--- src/rtl/dbus_arbiter.sv ---
`default_nettype none
// ============================================================================
// Module      : dbus_arbiter
// Description : Two-master AHB-Lite data-bus arbiter. M0 (core LSU) has
//               priority; M1 (secondary master, e.g. scrubber) is guaranteed
//               forward progress by a starvation counter. Ownership changes
//               only on a ready cycle, and a master's lock input keeps
//               ownership for atomic read-modify-write sequences.
//               hrdata/hrdcheck do not pass through here.
// Revision    : 1.0 - initial release
// ----------------------------------------------------------------------------
// Ports
//   s_clk_i, s_reset_i          clock, synchronous active-high reset
//   s_mK_req_i / s_mK_lock_i    master K request / hold ownership
//   s_mK_gnt_o                  master K owns the address phase
//   s_mK_h*_i                   master K address/control/data-phase signals
//   s_mK_hready_o/s_mK_hresp_o  bus ready / error returned to master K
//   s_h*_o                      muxed address phase and data phase to bus
//   s_hready_i, s_hresp_i       bus ready / bus error
// ============================================================================
module dbus_arbiter #(
    parameter int STARVE_LIMIT = 8
) (
    input  logic        s_clk_i,
    input  logic        s_reset_i,

    input  logic        s_m0_req_i,
    input  logic        s_m0_lock_i,
    output logic        s_m0_gnt_o,
    input  logic [31:0] s_m0_haddr_i,
    input  logic [1:0]  s_m0_htrans_i,
    input  logic [2:0]  s_m0_hsize_i,
    input  logic        s_m0_hwrite_i,
    input  logic [31:0] s_m0_hwdata_i,
    input  logic [6:0]  s_m0_hwdcheck_i,
    input  logic [5:0]  s_m0_hparity_i,
    output logic        s_m0_hready_o,
    output logic        s_m0_hresp_o,

    input  logic        s_m1_req_i,
    input  logic        s_m1_lock_i,
    output logic        s_m1_gnt_o,
    input  logic [31:0] s_m1_haddr_i,
    input  logic [1:0]  s_m1_htrans_i,
    input  logic [2:0]  s_m1_hsize_i,
    input  logic        s_m1_hwrite_i,
    input  logic [31:0] s_m1_hwdata_i,
    input  logic [6:0]  s_m1_hwdcheck_i,
    input  logic [5:0]  s_m1_hparity_i,
    output logic        s_m1_hready_o,
    output logic        s_m1_hresp_o,

    output logic [31:0] s_haddr_o,
    output logic [2:0]  s_hsize_o,
    output logic        s_hwrite_o,
    output logic [1:0]  s_htrans_o,
    output logic [5:0]  s_hparity_o,
    output logic [31:0] s_hwdata_o,
    output logic [6:0]  s_hwdcheck_o,
    input  logic        s_hready_i,
    input  logic        s_hresp_i
);

    localparam logic [1:0] c_HTRANS_IDLE = 2'b00;
    localparam logic [3:0] c_LIMIT       = 4'(STARVE_LIMIT);

    // Grant state: which master owns the address phase.
    localparam logic [0:0] ST_M0 = 1'b0;
    localparam logic [0:0] ST_M1 = 1'b1;

    logic [0:0] gnt_q, gnt_d;
    logic       dp_active_q, dp_active_d;
    logic       dp_owner_q, dp_owner_d;
    logic       m1_served_q, m1_served_d;
    logic [3:0] cnt_q, cnt_d;

    // Owner's transfer type with a non-requesting owner forced to IDLE.
    // This is the value the bus sees outside reset and drives the
    // data-phase tracking and the served/starvation bookkeeping.
    logic [1:0] w_htrans;
    logic       w_owner_req;
    logic       w_to_m1;
    logic       w_to_m0;

    always_comb begin
        w_owner_req = (gnt_q == ST_M1) ? s_m1_req_i : s_m0_req_i;
        w_htrans    = c_HTRANS_IDLE;
        if (w_owner_req) begin
            w_htrans = (gnt_q == ST_M1) ? s_m1_htrans_i : s_m0_htrans_i;
        end
    end

    // ------------------------------------------------------------------
    // State register
    // ------------------------------------------------------------------
    always_ff @(posedge s_clk_i) begin
        if (s_reset_i) begin
            gnt_q       <= ST_M0;
            dp_active_q <= 1'b0;
            dp_owner_q  <= 1'b0;
            m1_served_q <= 1'b0;
            cnt_q       <= 4'd0;
        end else begin
            gnt_q       <= gnt_d;
            dp_active_q <= dp_active_d;
            dp_owner_q  <= dp_owner_d;
            m1_served_q <= m1_served_d;
            cnt_q       <= cnt_d;
        end
    end

    // ------------------------------------------------------------------
    // Next-state logic; everything holds while the bus is stalled.
    // ------------------------------------------------------------------
    always_comb begin
        gnt_d       = gnt_q;
        dp_active_d = dp_active_q;
        dp_owner_d  = dp_owner_q;
        m1_served_d = m1_served_q;
        cnt_d       = cnt_q;
        w_to_m1     = 1'b0;
        w_to_m0     = 1'b0;

        if (s_hready_i) begin
            case (gnt_q)
                ST_M0: begin
                    // Lock beats starvation: a saturated counter just waits.
                    w_to_m1 = s_m1_req_i & ~s_m0_lock_i &
                              (~s_m0_req_i | (cnt_q == c_LIMIT));
                end
                default: begin
                    // M1 yields once it has had one transfer accepted.
                    w_to_m0 = ~s_m1_lock_i &
                              (~s_m1_req_i | (s_m0_req_i & m1_served_q));
                end
            endcase

            if (w_to_m1) begin
                gnt_d = ST_M1;
            end else if (w_to_m0) begin
                gnt_d = ST_M0;
            end

            // The phase on the bus now becomes next cycle's data phase.
            dp_active_d = w_htrans[1];
            dp_owner_d  = gnt_q;

            if (w_to_m0) begin
                m1_served_d = 1'b0;
            end else if ((gnt_q == ST_M1) && w_htrans[1]) begin
                m1_served_d = 1'b1;
            end

            if (!s_m1_req_i || w_to_m1) begin
                cnt_d = 4'd0;
            end else if ((gnt_q == ST_M0) && w_htrans[1] && (cnt_q != c_LIMIT)) begin
                cnt_d = cnt_q + 4'd1;
            end
        end
    end

    // ------------------------------------------------------------------
    // Outputs
    // ------------------------------------------------------------------
    always_comb begin
        s_m0_gnt_o    = ~s_reset_i & (gnt_q == ST_M0);
        s_m1_gnt_o    = ~s_reset_i & (gnt_q == ST_M1);

        s_htrans_o    = s_reset_i ? c_HTRANS_IDLE : w_htrans;
        s_haddr_o     = (gnt_q == ST_M1) ? s_m1_haddr_i   : s_m0_haddr_i;
        s_hsize_o     = (gnt_q == ST_M1) ? s_m1_hsize_i   : s_m0_hsize_i;
        s_hwrite_o    = (gnt_q == ST_M1) ? s_m1_hwrite_i  : s_m0_hwrite_i;
        s_hparity_o   = (gnt_q == ST_M1) ? s_m1_hparity_i : s_m0_hparity_i;

        s_hwdata_o    = dp_owner_q ? s_m1_hwdata_i   : s_m0_hwdata_i;
        s_hwdcheck_o  = dp_owner_q ? s_m1_hwdcheck_i : s_m0_hwdcheck_i;

        s_m0_hready_o = s_hready_i;
        s_m1_hready_o = s_hready_i;

        // Errors go only to the master whose data phase is in flight.
        s_m0_hresp_o  = ~s_reset_i & s_hresp_i & dp_active_q & ~dp_owner_q;
        s_m1_hresp_o  = ~s_reset_i & s_hresp_i & dp_active_q &  dp_owner_q;
    end

endmodule
`default_nettype wire
--- config.mk ---
export PLATFORM = sky130hd
export DESIGN_NAME = dbus_arbiter
export DESIGN_NICKNAME = d
export VERILOG_FILES = /design/src/rtl/dbus_arbiter.sv
export SDC_FILE = /design/constraint.sdc
export NUM_CORES = 1
export LEC_CHECK = 0
export CAP_MARGIN = 25
export CORE_AREA = 2 2 103 105
export DETAILED_ROUTE_END_ITERATION = 10
export DIE_AREA = 0 0 105 107
export DONT_BUFFER_PORTS = 1
export PLACE_DENSITY = 0.3
export SLEW_MARGIN = 10
export SYNTH_ARGS = -nofsm -noshare
export SYNTH_HDL_FRONTEND = slang
export SYNTH_SLANG_ARGS = --single-unit
--- constraint.sdc ---
create_clock -name s_clk_i -period 1.7 [get_ports s_clk_i]
set_input_delay 0.255 -clock s_clk_i [delete_from_list [all_inputs] [get_ports s_clk_i]]
set_output_delay 0.255 -clock s_clk_i [all_outputs]
set_load 0.02 [all_outputs]
==> impl_metrics.yaml <==
cts:
  cts_buffers: 3
  cts_buffer_depth: 2
  clockRootBuffer: "clkbuf_8"
  clk_pin_slew_ps: 40
  cts_setup_buffers: 0
  hold_buffers: 0
  cts_tree: "yes"
  ctsHtreeMaxLevel: 1
  clock-sinks: 8
  clock_latency_ps: 230
placement:
  place_congestion: 0.730
  hpwl_um: 6380
  place_area_sq_um: 1700
  portBuffers: 0
sta:
  tns_ps: 0
  report.final.slew_viol_count: 0
  clock_skew_ps: 0.663
  finalCriticalPeriod_ps: 1630
  max_freq_mhz: 615
  setup_viol: 0
  min_period_over_period_pct: 95.7
  whs_ps: 93.4
  slew_headroom_pct: 74.6
  hold_viol: 0
  rsz0062_at_grt: "no"
  worst_pin_slew_ps: 379
final_layout:
  final_area_sq_um: 1780
  antenna_cells: 0
  fin_nets: 333
  final_util_pct: 17.7
  syn_to_final_growth_pct: 18.1
  drive_gt1_share_pct: 65.8
synthesis:
  ys_ff_latch: 8
  ys_top_cells_by_count: "mux2_2 (81), clkbuf_1 (10), dfxtp_1 (8)"
  synth.top_cell.area_share_pct: 60.4
  ys_seq_area_share_pct: 10.6
  avgSynthCellArea_sq_um: 9.62
  synthesis.area_sq_um: 1510
  ys_top_cells_by_area: "mux2_2 (60%), dfxtp_1 (11%), clkbuf_1 (2.5%)"
  yosysMostFrequentCell: "mux2_2"
  async_flop_share_pct: 0
  syn-num-nets: 333
  ys_types: 33
  synth_top_area_cell: "mux2_2"
  synthesis.instances: 157
  ys_warn_count: 0
  synth_edf_count: 0
  ys.flop_type: "dfxtp_1"
worst_setup_path:
  path_class: "reg -> reg"
  end_kind: "register"
  crit_family: "compound AO/OA/AOI/OAI gates"
  path_max_fanout: 6
  cp.required_ps: 1860
  startpoint_type: "register"
  critPathArrivalTime_ps: 1790
  cpPeakStageDelay_ps: 360
  cp_slowest_cell: "o32a_4"
  path_cells: "inv_1 > ha_1 > and3b_1 > o32a_4 > a211o_1 > a21oi_1"
  path_buf_inv: 1
route:
  antenna_left: 0
  wl_per_cell_um: 24.8
  drtPass1Iterations: 4
  routed_via_density: 4.58
  drtIter0Drc: 48
  drc: 0
  wl_um: 7210
  vias: 1334
power:
  swShare_pct: 41.1
  p_leak_nw: 0.559
  power_density_nw_per_um2: 473
  vdd_drop_max_v: 0.000105
  internal-power_mw: 0.497
  power_frac_comb_pct: 49.4
  p_clk_share_pct: 27.2
  p_switching_mw: 0.346
  p_seq_share_pct: 23.4
  total_power_mw: 0.843
floorplanning:
  core_sq_um: 10100
  die_h_um: 107
  ios: 263
  die_area_sq_um: 11200
  start_util_pct: 15.0
  std_cell_rows: 37
  die_x_um: 105
grt:
  overflow: 0
  track_usage_pct: 11.2
  grt_first_pass_wirelength_um: 9060
  grt_max_degree: 49
  antenna_found_initial: 0
  grt_pass1_vias: 1298
flow_run:
  drv_cap: 0
run_status:
  status: "finished, final reports clean"
min_path:
  hp-class: "in -> reg"
-- sequential cells by signal, summed over array words and instances, names as in the netlist --
signal       count
gnt_q            1
cnt_q            4
m1_served_q      1
dp_owner_q       1
dp_active_q      1
-- power groups by stage --
stage	clock, mW	sequential [mW]	combinational [mW]
floorplan	0	0.197	0.384
global placement	0	0.200	0.416
detailed placement	0	0.200	0.410
CTS	0.238	0.196	0.413
global route	0.250	0.198	0.436
finish	0.229	0.197	0.416
-- layer usage --
layer  track usage, %  part of all wire [%]
met4             4.00                  0.98
met3             3.16                    11
met2             22.4                    56
met1             10.9                    32
met5                0                     0
-- worst register-to-register path, cell delays in order, from the launching register on --
cell,delay (ps)
dfxtp_1,320
inv_1,50
ha_1,200
and3b_1,210
o32a_4,360
a211o_1,300
a21oi_1,130
-- per-stage QoR --
step / worst slack (ps) / std cells
CTS: 6.48 / 290
detailed placement: 10.5 / 287
global placement: 17.4 / 287
floorplan: 31.7 / 157
global route: 7.30 / 291
finish: 73.3 / 291
-- area by class of cell --
cell class / count / area (sq um)
clock buffer: 3 / 41.3
multi-input combinational: 128 / 1270
sequential: 8 / 163
fill: 1170 / 8310
inverter: 6 / 22.5
tap: 136 / 170
timing repair buffer: 10 / 118
-- cell families after synthesis --
| family | Yosys count | synth area share (%) |
|---|---|---|
| multiplexers | 81 | 60.4 |
| AND/OR/NAND/NOR | 23 | 8.29 |
| flip-flops | 8 | 10.6 |
| adder cells (fa/ha/maj) | 2 | 1.66 |
| buffers and inverters | 21 | 6.38 |
| AO/OA/AOI/OAI | 22 | 12.7 |
-- path summary, 6_finish.rpt --
check                                start                  endpoint  slack, ps  cells past startpoint
setup / recovery     cnt_q[0]$_SDFFE_PP0P_     cnt_q[1]$_SDFFE_PP0P_         70                      6
hold / removal                   s_reset_i   dp_owner_q$_SDFFE_PP0P_         90                      1
setup reg to reg     cnt_q[0]$_SDFFE_PP0P_     cnt_q[1]$_SDFFE_PP0P_         70                      6
hold reg to reg   m1_served_q$_SDFFE_PP0P_  m1_served_q$_SDFFE_PP0P_        470                      2
-- timing repair --
| action | CTS | global route |
|---|---|---|
| endpoints found under the hold margin | 0 | 0 |
| gates resized for setup | 0 | 3 |
| setup endpoints to repair | 0 | 4 |
-- placed cells by master (no fill, tap or decap) --
cell type and count:
a2111oi_4 1, a211o_1 2, a211o_4 1, a211oi_1 2
a21boi_0 1, a21oi_1 6, a2bb2oi_1 1, a31o_1 1
a31oi_1 2, a41oi_1 1, and3_2 1, and3b_1 1
and4_1 1, buf_12 2, buf_4 7, clkbuf_16 1
clkbuf_8 3, dfxtp_1 6, dfxtp_2 2, ha_1 2
inv_1 6, mux2_2 81, nand2_1 5, nand2b_1 1
nand3_1 4, nand3b_1 1, nor2_1 6, nor4_2 1
nor4bb_1 1, o21a_1 1, o2bb2ai_1 1, o31ai_1 1
o32a_4 1, or2b_2 1
No activity file was read; power rests on OpenSTA's default activity.
==> RTL change 1: new RTL, same flow settings <==
Change the parameter `STARVE_LIMIT` from 8 to 6.
--- a/src/rtl/dbus_arbiter.sv
+++ b/src/rtl/dbus_arbiter.sv
@@ -19,7 +19,7 @@
 //   s_hready_i, s_hresp_i       bus ready / bus error
 // ============================================================================
 module dbus_arbiter #(
-    parameter int STARVE_LIMIT = 8
+    parameter int STARVE_LIMIT = 6
 ) (
     input  logic        s_clk_i,
     input  logic        s_reset_i,
Behaviour: not the same (Yosys sat finds a counterexample within 10 cycles, from zero or initial values and one cycle with s_reset_i high).
==> RTL change 1 against the original RTL <==
Sequential cell count did not move. Area after synthesis down 0.58%. Worst hold slack lost 0.0069 ns. First-iteration DRC count down 38%. Total power decreased by 0.19%. Clock skew increased by 0.00092 ns. Worst setup slack improved by 0.0091 ns. Wire length is 7.4% lower. Final area is 1.8% lower.
==> RTL change 1: results <==
group,metric,value,unit
global_routing,grt_pass1_vias,1275,
routing,drt_wl_total,6680,microns
synth,synthAdderAreaFrac,1.67,%
global_routing,grt_first_pass_wirelength,8510,microns
finish,nFillCells,1166,
finish,layout-drive-gt1-share,68.7,%
pwr,leakage,0.535,nW
synth,yosys_warnings,0,
finish,largest_register_ffs,4,
finish,num_antenna_cells,0,
setup_path,slowest_stage,"a211o_4",
synth,synth_common_cells,"mux2_2, clkbuf_1, dfxtp_1, a21oi_1, nor2_1",
synth,yosysSeqAreaShare,10.7,%
pwr,swShare,41.6,%
placement,dp_hpwl,5930,microns
pwr,ir_drop,136,uV
finish,seq_area,165,sq um
setup_path,regToRegSetupSlack,0.08,ns
clock_network,clock_latency,0.23,ns
setup_path,reg2reg_from,"cnt_q[0]$_SDFFE_PP0P_",
placement,post-place-cells,282,
synth,synth_area_leaders,"mux2_2, dfxtp_1, clkbuf_1",
setup_path,arrival,1.79,ns
setup_path,max_stage_delay,0.40,ns
hold_path,min_to,"cnt_q[1]$_SDFFE_PP0P_",
hold_path,min_path_type,"input pin to flip-flop",
synth,synth_mux_area_share,60.7,%
placement,gp_congestion,0.709,
setup_path,cp_max_fo,6,
routing,dr.first_iter.drc_count,30,
synth,synth-compound-area-share,12.8,%
clock_network,clk_pin_slew,0.04,ns
finish,final_cells,286,
timing,fin_skew,0.00159,ns
synth,synth_cell_types,32,
global_routing,track_usage,10.3,%
routing,avgViaCountPerCell,4.65,
synth,syn-num-nets,331,
outcome,status,"complete, no violations",
finish,regMostFlops,"cnt_q",
synth,avgSynthCellArea,9.69,sq um
clock_network,cts_buffers,3,
setup_path,worstRegToRegCells,6,
finish,nets,328,
timing,worst_pin_slew,0.395,ns
setup_path,r2r_end,"cnt_q[3]$_SDFFE_PP0P_",
## RTL change 1: cell types whose count changed in the layout (fill, tap and decap cells not counted), moves of 2 or more
cell / before / now
dfxtp_1: 6 / 4
inv_1: 6 / 3
dfxtp_2: 2 / 4
buf_4: 7 / 5
## RTL change 1: timing repair
action	in CTS	in global routing
buffers inserted	0	1
hold buffers	0	0
resized for setup	1	8
pin swaps	1	2
setup endpoints to repair	3	4
hold endpoints to repair	0	0
## RTL change 1: metal layers
metal	routed length [microns]	vias to the layer above	global-route usage, %
met5	0	-	0
met3	748	4	2.67
met1	2150	589	9.88
met2	3710	162	21.0
met4	79	0	3.71
li1	-	574	-
## RTL change 1: power groups by stage
| stage | combinational (mW) | clock [mW] | sequential [mW] |
|---|---|---|---|
| after global placement | 0.414 | 0 | 0.200 |
| after floorplan | 0.383 | 0 | 0.197 |
| after detailed placement | 0.410 | 0 | 0.200 |
| after global routing | 0.430 | 0.254 | 0.197 |
| after CTS | 0.412 | 0.242 | 0.196 |
| final | 0.411 | 0.234 | 0.197 |
## RTL change 1: final cells by class
class,instances,area share (%)
Multi-Input combinational cell,128,73.2
Clock buffer,3,2.36
Timing Repair Buffer,7,4.43
Sequential cell,8,9.43
Inverter,4,0.857
Tap cell,136,9.71
## RTL change 1: how the worst max path moves through the flow
stage | endpoint | slack (ns) | cells past startpoint
after floorplan | cnt_q[3]$_SDFFE_PP0P_ | 0.05 | 6
after global placement | cnt_q[3]$_SDFFE_PP0P_ | -0.01 | 6
after detailed placement | cnt_q[3]$_SDFFE_PP0P_ | -0.05 | 6
after CTS | cnt_q[3]$_SDFFE_PP0P_ | 0.03 | 6
after global routing | cnt_q[3]$_SDFFE_PP0P_ | 0.0005 | 6
final | cnt_q[3]$_SDFFE_PP0P_ | 0.08 | 6
## RTL change 1: cells by family after synthesis
family,after synthesis
buffers and inverters,19
AO/OA/AOI/OAI,22
AND/OR/NAND/NOR,23
multiplexers,81
flip-flops,8
adder cells (fa/ha/maj),2
## RTL change 1: stage by stage
stage | hold WS [ns] | setup WS (ns) | cell area, sq um
floorplan | 0.351 | 0.0469 | 1500
global placement | 0.324 | -0.0128 | 1670
detailed placement | 0.326 | -0.0490 | 1670
CTS | 0.0827 | 0.0284 | 1710
global route | 0.0793 | 0.000467 | 1750
finish | 0.0865 | 0.0824 | 1750
==> RTL change 2: new RTL, config.mk and constraints unchanged <==
Without the edit above. Reset style: asynchronous (`s_reset_i`), changed in one clocked block. Comments in the files are not updated.
--- a/src/rtl/dbus_arbiter.sv
+++ b/src/rtl/dbus_arbiter.sv
@@ -93,7 +93,7 @@
     // ------------------------------------------------------------------
     // State register
     // ------------------------------------------------------------------
-    always_ff @(posedge s_clk_i) begin
+    always_ff @(posedge s_clk_i or posedge s_reset_i) begin
         if (s_reset_i) begin
             gnt_q       <= ST_M0;
             dp_active_q <= 1'b0;
Check against the original RTL: differs if s_reset_i is asserted again (counterexample within 4 cycles, from zero or initial values and one cycle with s_reset_i high); with s_reset_i held inactive, the same outputs for 10 cycles.
==> RTL change 2 against the original RTL <==
Worst hold slack better by 0.023 ns. Maximum frequency up 1.2%. Sequential cell count unchanged. Via count down 8.2%. Wire length down 25%. Global-route usage down 3.5 points. Final area down 2.1%. Critical path depth down 4. Final cell count down 2.4%. Area after synthesis down 1.1%. Critical endpoint is now s_hwdata_o[11]. Worst setup slack better by 0.019 ns. First-iteration DRC count down 46%.
Power is left out: it rests on default switching activity, and per cell area and clock period it moved more than threefold.
==> RTL change 2: results <==
group,metric,value,unit
global_routing,grtUsageMet1,10.8,%
global_routing,grt_first_pass_wirelength,6550,microns
synth,yosysSeqAreaShare,13.4,%
setup_path,cp_max_fo,39,
clock_network,htree_levels,1,
finish,layout-drive-gt1-share,66.9,%
timing,fin_skew,0.0113,ns
placement,io_buffers,0,
hold_path,worstHoldStart,"s_hready_i",
global_routing,grt_pass1_vias,1087,
placement,dp_hpwl,4800,microns
synth,synth_area_leaders,"mux2_2, dfrtp_1, buf_2",
synth,synth_common_cells,"mux2_2, buf_2, dfrtp_1, nor2_1, inv_1",
setup_path,r2r_end,"cnt_q[1]$_DFFE_PP0P_",
hold_path,min_path_type,"input pin to flip-flop",
global_routing,track_usage,7.75,%
finish,regMostFlops,"cnt_q",
global_routing,use_met3,3.04,%
clock_network,root_buffer,"clkbuf_8",
clock_network,cts_buffers,3,
finish,num_antenna_cells,0,
hold_path,min_to,"dp_active_q$_DFFE_PP0P_",
outcome,status,"complete, no violations",
synth,yosys_warnings,0,
synth,synth_flop_cell,"dfrtp_1",
setup_path,regToRegSetupSlack,0.17,ns
synth,syn-num-nets,323,
routing,drt_pre_antenna_iters,3,
finish,nets,325,
timing,hold_slack,0.117,ns
setup_path,slowest_stage,"mux2_2",
timing,worst_pin_slew,0.291,ns
routing,avgViaCountPerCell,4.31,
synth,synth_cell_types,30,
routing,avgRoutedWirePerCell,19.1,microns
setup_path,arrival,1.35,ns
routing,dr.first_iter.drc_count,26,
finish,largest_register_ffs,4,
global_routing,use_met2,11.4,%
synth,synthArstFlopShare,100,%
placement,gp_congestion,0.794,
setup_path,reg2reg_from,"cnt_q[0]$_DFFE_PP0P_",
setup_path,max_stage_delay,0.44,ns
global_routing,grt_max_degree,40,
-- RTL change 2: cell count changes in the layout (fill, tap and decap cells not counted), moves of 2 or more --
cell	unedited run	this run
dfrtp_1	0	7
dfxtp_1	6	0
a21oi_1	6	3
nand2_1	5	2
nand3_1	4	1
a211o_1	2	0
a22o_1	0	2
dfxtp_2	2	0
inv_1	6	4
o21ai_1	0	2
-- RTL change 2: cell families (layout without fill, tap and decap cells) --
family                   after synthesis  after routing  synth area share (%)
AO/OA/AOI/OAI                         17             17                  8.63
adder cells (fa/ha/maj)                2              2                  1.67
buffers and inverters                 18             19                  6.20
flip-flops                             8              8                  13.4
multiplexers                          82             82                  61.8
AND/OR/NAND/NOR                       20             20                  8.29
-- RTL change 2: how the worst max path moves through the flow --
stage | cells after the start | end | startpoint | slack (ns)
2_1_floorplan | 3 | s_m0_hresp_o | dp_owner_q$_DFFE_PP0P_ | 0.06
3_3_place_gp | 6 | cnt_q[1]$_DFFE_PP0P_ | cnt_q[0]$_DFFE_PP0P_ | 0.18
3_5_place_dp | 6 | cnt_q[1]$_DFFE_PP0P_ | cnt_q[0]$_DFFE_PP0P_ | 0.17
4_1_cts | 2 | s_hsize_o[1] | gnt_q$_DFFE_PP0P_ | 0.02
5_1_grt | 4 | s_htrans_o[0] | gnt_q$_DFFE_PP0P_ | 0.03
6_report | 2 | s_hwdata_o[11] | dp_owner_q$_DFFE_PP0P_ | 0.09
-- RTL change 2: through the flow --
step	setup WS (ns)	std cells	area (sq um)	utilization [%]
after floorplan	0.0604	147	1490	-
after global placement	0.178	278	1680	16.7
after detailed placement	0.172	278	1680	16.7
after CTS	0.0214	283	1740	17.2
after global routing	0.0255	284	1750	17.3
final	0.0928	284	1750	17.3
-- RTL change 2: metal layers --
metal | vias to the layer above | wire [microns] | share of wire, %
li1 | 554 | - | -
met1 | 584 | 2360 | 43
met5 | - | 0 | 0
met2 | 82 | 2630 | 48
met3 | 4 | 410 | 7.6
met4 | 0 | 23 | 0.42
-- RTL change 2: area by class of cell --
type	instances	area, sq um
clock buffers	4	45.0
repair buffers	11	110
well taps	136	170
multi-input cells	121	1200
inverters	4	15.0
fillers	1150	8350
flip-flops and latches	8	201
-- RTL change 2: worst max-delay path: cells and delay by family, from the launching register on --
family / cells / cell delay (ns)
mux: 1 / 0.44
flops: 1 / 0.43
buf+inv: 1 / 0.24
-- RTL change 2: repair_timing --
| item | 4_1_cts | 5_1_grt |
|---|---|---|
| setup endpoints to repair | 1 | 6 |
| gates cloned | 0 | 0 |
| resized for setup | 1 | 0 |
| endpoints found under the hold margin | 8 | 0 |
| hold buffers | 1 | 0 |
| setup buffers | 0 | 1 |
| pin swaps | 0 | 0 |
